**src/rtl/rssb_exec_if.sv**
```systemverilog
// Operand/result bundle between the memory/FIFO stage and the RSSB execute stage.
// The memory stage drives ena/data, and the execute stage returns result/flag one cycle later.
interface rssb_exec_if #(
   parameter int BW = 1
);
   // ena is a valid with no ready: execute accepts every offer (no backpressure), and data is don't-care while ena=0.
   logic          ena;
   logic [BW-1:0] data [1:0];
   logic [BW-1:0] result;
   logic          flag;

   modport master (
      output ena,
      output data,
      input  result,
      input  flag
   );

   modport slave (
      input  ena,
      input  data,
      output result,
      output flag
   );
endinterface

```
**src/rtl/rssb_exec.sv**
```systemverilog
// RSSB execute stage: computes mem[a] - acc, owns the accumulator,
// and squashes the instruction that follows a borrow.
module rssb_exec #(
   parameter int BW = 1
) (
   input  logic           clk,
   input  logic           rst,
   rssb_exec_if.slave     bus,
   output logic [1:0]     dbg_state,
   output logic [BW-1:0]  dbg_acc
);

   typedef enum logic [1:0] {
      IDLE = 2'd0,
      RUN  = 2'd1,
      SKIP = 2'd2
   } state_t;

   state_t        state;
   logic [BW-1:0] acc;
   logic [BW-1:0] result_q;
   logic          flag_q;

   logic [BW-1:0] a_sel;
   logic [BW:0]   diff;
   logic          borrow;

   // The first instruction after reset takes its accumulator seed from data[1].
   always_comb begin
      a_sel  = (state == IDLE) ? bus.data[1] : acc;
      diff   = {1'b0, bus.data[0]} - {1'b0, a_sel};
      borrow = diff[BW];
   end

   always_ff @(posedge clk or negedge rst) begin
      if (!rst) begin
         state    <= IDLE;
         acc      <= '0;
         result_q <= '0;
         flag_q   <= 1'b0;
      end else begin
         flag_q <= 1'b0;
         case (state)
            IDLE, RUN: begin
               if (bus.ena) begin
                  acc      <= diff[BW-1:0];
                  result_q <= diff[BW-1:0];
                  flag_q   <= borrow;
                  state    <= borrow ? SKIP : RUN;
               end
            end
            SKIP: begin
               // Squashed slot: nothing visible, the pending skip survives idle cycles.
               if (bus.ena) begin
                  state <= RUN;
               end
            end
            default: state <= IDLE;
         endcase
      end
   end

   assign bus.result = result_q;
   assign bus.flag   = flag_q;
   assign dbg_state  = state;
   assign dbg_acc    = acc;

endmodule

```
**src/flat_wrapper.sv**
```systemverilog
// flat-port wrapper written by rule: the top's interface ports become plain ports
module rssb_exec_flat 
#(
   parameter int BW = 1
)
  (clk, rst, dbg_state, dbg_acc, bus_ena, bus_data, bus_result, bus_flag);
  rssb_exec_if #(.BW(BW)) bus_i ();
  input  logic clk;
  input  logic rst;
  output logic [1:0] dbg_state;
  output logic [BW-1:0] dbg_acc;
  input wire logic [$bits(bus_i.ena)-1:0] bus_ena;
  input wire logic [$bits(bus_i.data)-1:0] bus_data;
  output wire logic [$bits(bus_i.result)-1:0] bus_result;
  output wire logic [$bits(bus_i.flag)-1:0] bus_flag;
  assign bus_i.ena = bus_ena;
  assign bus_i.data = {>>{bus_data}};
  assign bus_result = bus_i.result;
  assign bus_flag = bus_i.flag;
  rssb_exec #(.BW(BW)) u_core (.clk(clk), .rst(rst), .bus(bus_i), .dbg_state(dbg_state), .dbg_acc(dbg_acc));
endmodule
```
**config.mk**
```make
export PLATFORM = sky130hd
export DESIGN_NAME = rssb_exec_flat
export DESIGN_NICKNAME = d
export VERILOG_FILES = /design/src/rtl/rssb_exec_if.sv /design/src/rtl/rssb_exec.sv /design/src/flat_wrapper.sv
export SDC_FILE = /design/constraint.sdc
export NUM_CORES = 1
export LEC_CHECK = 0
export CORE_AREA = 2 2 39 41
export CTS_BUF_LIST = sky130_fd_sc_hd__clkbuf_8
export CTS_CLUSTER_SIZE = 8
export DETAILED_ROUTE_END_ITERATION = 8
export DIE_AREA = 0 0 41 43
export PLACE_DENSITY = 0.42
export SLEW_MARGIN = 25
export SYNTH_ARGS = -nofsm -noshare
export SYNTH_HDL_FRONTEND = slang
export SYNTH_SLANG_ARGS = --single-unit
export TNS_END_PERCENT = 30
```
**constraint.sdc**
```tcl
create_clock -name clk -period 1.39 [get_ports clk]
set_input_delay 0.417 -clock clk [delete_from_list [all_inputs] [get_ports clk]]
set_output_delay 0.417 -clock clk [all_outputs]
set_load 0.1 [all_outputs]
```
---- Word level (Yosys, flattened, before mapping) ----
Index checks and enable logic that the tools add are counted.
word-level totals
  flip-flop bits (word level) ............. 4
  bits in latches ......................... 0
  RAM bits ................................ 0
  bits in read-only memories .............. 0
  output and inout bits ................... 5
  logic and storage cells ................. 19
  memories ................................ 0
operators by class
  add/subtract/negate cells ............... 1
  multiply operators ...................... 0
  div/mod/pow operators ................... 0
  magnitude comparators ................... 0
  eq/ne operators ......................... 4
  shift-type cells ........................ 0
  mux-type cells .......................... 7
  bitwise operators ....................... 0
  reductions and logical operators ........ 4
operators with widths
  kind                  count
  $mux W2               3
  $ne A2 B2 Y1 const B  2
  $pmux W2 S2           1
  $reduce_and A2 Y1     2
  $mux W1               3
  $eq A2 B1 Y1 const B  1
  $eq A2 B2 Y1 const B  1
  $logic_not A2 Y1      1
  $reduce_or A2 Y1      1
  $sub A1 B1 Y2         1

---- Depth between registers and ports, before layout ----
  depth in word-level cells ............... 6
  depth in mapped cells ................... 5
  depth with buffers taken out ............ 5

---- Least setup slack after synthesis ----
OpenSTA, ideal clock, no wires.
  path type ............................... register -> register
  from .................................... register u_core.state[1] (netlist: u_core.dbg_state[1])
  to ...................................... register u_core.state[1] (netlist: u_core.dbg_state[1])
  setup time .............................. 120 ps
  data arrival time ....................... 1919 ps
  data required time ...................... 1270 ps
  setup slack ............................. -649 ps
  cell stages (with the launch flop) ...... 6
  clock period less this slack ............ 2039 ps
  path through ............................ dfrtp_1 nor2_1 mux2_2 ha_1 and3b_2 a21o_2
between the ends
  cells in the longest elaborated chain, start to end .. 6
  elaborated cells on any way between the ends .. 12
  those cells by class .................... add/sub: 1; eq/ne: 4; mux: 4; reduce/logical: 3
RTL lines
  what                    line                              source
  from (decl)             rssb_exec.sv:19                   state_t state;
  from (signal assigned)  rssb_exec.sv:49                   state <= borrow ? SKIP : RUN;
  $logic_not A2 Y1        rssb_exec.sv:30, rssb_exec.sv:43
  $mux W1                 rssb_exec.sv:30                   a_sel = (state == IDLE) ? bus.data[1] : acc;
  $sub A1 B1 Y2           rssb_exec.sv:31                   diff = {1'b0, bus.data[0]} - {1'b0, a_sel};
  $mux W2                 rssb_exec.sv:49
  $mux W2                 rssb_exec.sv:45                   if (bus.ena) begin
  $pmux W2 S2             rssb_exec.sv:43                   case (state)
Parallel ways exist; a longest one is shown, timed or not. The select of a mux whose other input is x is not followed.
A chain may end at the register's enable or synchronous reset.

---- Worst setup path in the final report ----
Ends and elaborated chain as after synthesis.

==> flow_metrics.tcl <==
set metrics [dict create \
    outcome "complete, but fails checks" \
    violations "setup timing" \
    timing.final.crit_share 1.12 \
    grt-busiest-layer "met2" \
    synth_most_common_cell "dfrtp_1" \
    startpoint_type "flip-flop" \
    dr.pass1.iters 1 \
    synthFlopType "dfrtp_1" \
    die-height_um 43 \
    grt_pass1_wl_um 662 \
    drt_iter0_markers 0 \
    syn-num-nets 22 \
    drt-vias-per-instance 3.48 \
    synth_cell_types 11 \
    use_met3 0.0471 \
    crit_family "flip-flops" \
    arrival_ps 1670 \
    clockRootBuffer "clkbuf_8" \
    clk_latency_ps 220 \
    drv_cap 0 \
    clock_tree.htree_level_count 1 \
    crit_required_ps 1490 \
    vias 167 \
    final_max_slew_viol_count 0 \
    overflow 0 \
    fin_setup_tns_ps -488 \
    detail-route-antenna-nets 0 \
    gp_congestion 0.550 \
    async_flop_share 1.00 \
    rsz0062_at_grt "true" \
    crit_buf_inv 0 \
    max_stage_delay_ps 470 \
    drc 0 \
    maxSlewHeadroom 0.872 \
    synth_top_area_cell "dfrtp_1" \
    antennaDiodeCount 0 \
    cts_buffer_depth 2 \
    post_synth.cell_area_avg_sq_um 12.1 \
    ys_top_cells_by_count "dfrtp_1 (4), inv_1 (2), nor2_1 (2)" \
    crit_type "reg2reg" \
    timing.hold.ws_ps 408 \
    antenna_found_initial 0 \
    syn_to_final_growth_pct 134 \
    ys_warn_count 0 \
    clkSlewWorstSetupHoldPaths_ps 30 \
    grt_util_met2 0.0781 \
    first_global_vias 177 \
    ys_ff_latch 4 \
    hold_viol_final 0 \
    rows 14 \
    drive_above_1_share 0.656 \
    syn-instance-count 16 \
    portBuffers 9 \
    fill_cells 139 \
    hpwl_um 357 \
    core_area_sq_mm 0.00138 \
    crit_path_end_kind "flip-flop" \
    yosys-top-cells-area "dfrtp_1 (52%), a211oi_2 (6.5%), ha_1 (6.5%), mux2_2 (5.8%), and3b_2 (5.2%)" \
    cp_slowest_cell "dfrtp_4" \
    cp_max_fo 3 \
    synth-edff-count 0 \
    grtUsageMet1 0.0682 \
    crit_chain "nor2_4 -> mux2_4 -> ha_4 -> and3b_2 -> a21o_2" \
    syn_area_sq_um 194 \
    io-pin-count 10 \
    hold_path_class "in2async" \
    wl_um 442 \
    setup_violations 5 \
    die_w_um 41 \
    start_util 0.140 \
    setup_slack_ps -174 \
    finClkSkew_ps 1.91 \
    layout.nets 39 \
    fmax_mhz 640 \
    grt_usage 0.0645 \
    layout_min_cycle_time_ps 1560 \
    grt_max_degree 6 \
    wl_per_cell_um 9.21 \
    die-area_sq_mm 0.00176 \
    clock_sinks 4 \
    seq_area_frac_synth 0.516 \
    cts_hold_buf 0 \
    synth_top_area_frac 0.516 \
    worst_slew_pin_slew_ps 192 \
    numCtsBuffers 3 \
    cts_tree "built" \
]
flip-flops by register name, summed over array words and instances (netlist names):
name and cells:
u_core.bus.flag 1, u_core.dbg_acc 1, u_core.dbg_state 2
cells by family after synthesis:
kind of cell	count (synthesis)	synth area share
adders and majority gates	1	0.0645
and+or+nand+nor	4	0.123
AOI/OAI and AO/OA	2	0.110
muxes	2	0.110
DFF	4	0.516
buffers and inverters	3	0.0774
worst register-to-register path, cell delays in order (launching register included):
cell and delay, ps:
dfrtp_4 470, nor2_4 110, mux2_4 310, ha_4 150, and3b_2 230, a21o_2 180
metrics by stage:
stage	setup slack (ps)	instance area (sq um)	cells	utilization
finish	-174	454	48	0.328
CTS	-180	454	48	0.328
detailed placement	-374	399	44	0.288
global route	-215	454	48	0.328
global placement	-385	399	44	0.288
floorplan	-335	216	16	-
placed cells by master (no fill, tap or decap):
| master | count |
|---|---|
| buf_4 | 4 |
| nand2b_1 | 1 |
| dfrtp_4 | 2 |
| nor2_4 | 1 |
| dfrtp_1 | 1 |
| dfrtp_2 | 1 |
| a211oi_2 | 1 |
| nor2_1 | 1 |
| and3b_2 | 1 |
| inv_1 | 3 |
| clkdlybuf4s50_1 | 4 |
| ha_4 | 1 |
| mux2i_1 | 1 |
| a21o_2 | 1 |
| mux2_4 | 1 |
| clkbuf_8 | 3 |
| buf_12 | 5 |
cell type report:
class / count / area (sq um) / share of cell area
clock buffers: 3 / 41.3 / 0.0909
clock inverters: 1 / 3.75 / 0.00826
inverters: 2 / 7.51 / 0.0165
multi-input cells: 9 / 103 / 0.226
flip-flops and latches: 4 / 109 / 0.240
well taps: 16 / 20.0 / 0.0441
repair buffers: 13 / 170 / 0.375
layer usage:
| metal | share of wire | vias up |
|---|---|---|
| met5 | 0 | - |
| met1 | 0.41 | 73 |
| met3 | 0.14 | 0 |
| met2 | 0.45 | 10 |
| li1 | - | 84 |
| met4 | 0 | 0 |
timing repair:
| item | CTS | global route |
|---|---|---|
| pin swaps | 2 | 0 |
| cloned | 0 | 0 |
| buffers inserted | 0 | 0 |
| setup endpoints to repair | 5 | 5 |
| gates resized for setup | 1 | 0 |
final timing paths:
kind | to | startpoint | depth (start not counted) | slack [ps]
worst max register to register | u_core.dbg_state[1] | u_core.dbg_state[1] | 5 | -170
worst min register to register | u_core.dbg_state[0] | u_core.dbg_state[0] | 2 | 650
min in group clk | u_core.dbg_state[0] | u_core.dbg_state[0] | 2 | 650
worst min-delay path | u_core.dbg_state[1] | rst | 1 | 410
worst max-delay path | u_core.dbg_state[1] | u_core.dbg_state[1] | 5 | -170
max in group asynchronous | u_core.dbg_state[0] | rst | 1 | 790
Power is left out: the tool's default activity adds up to more than one toggle a clock period on the data nets, which glitch-free logic cannot reach.
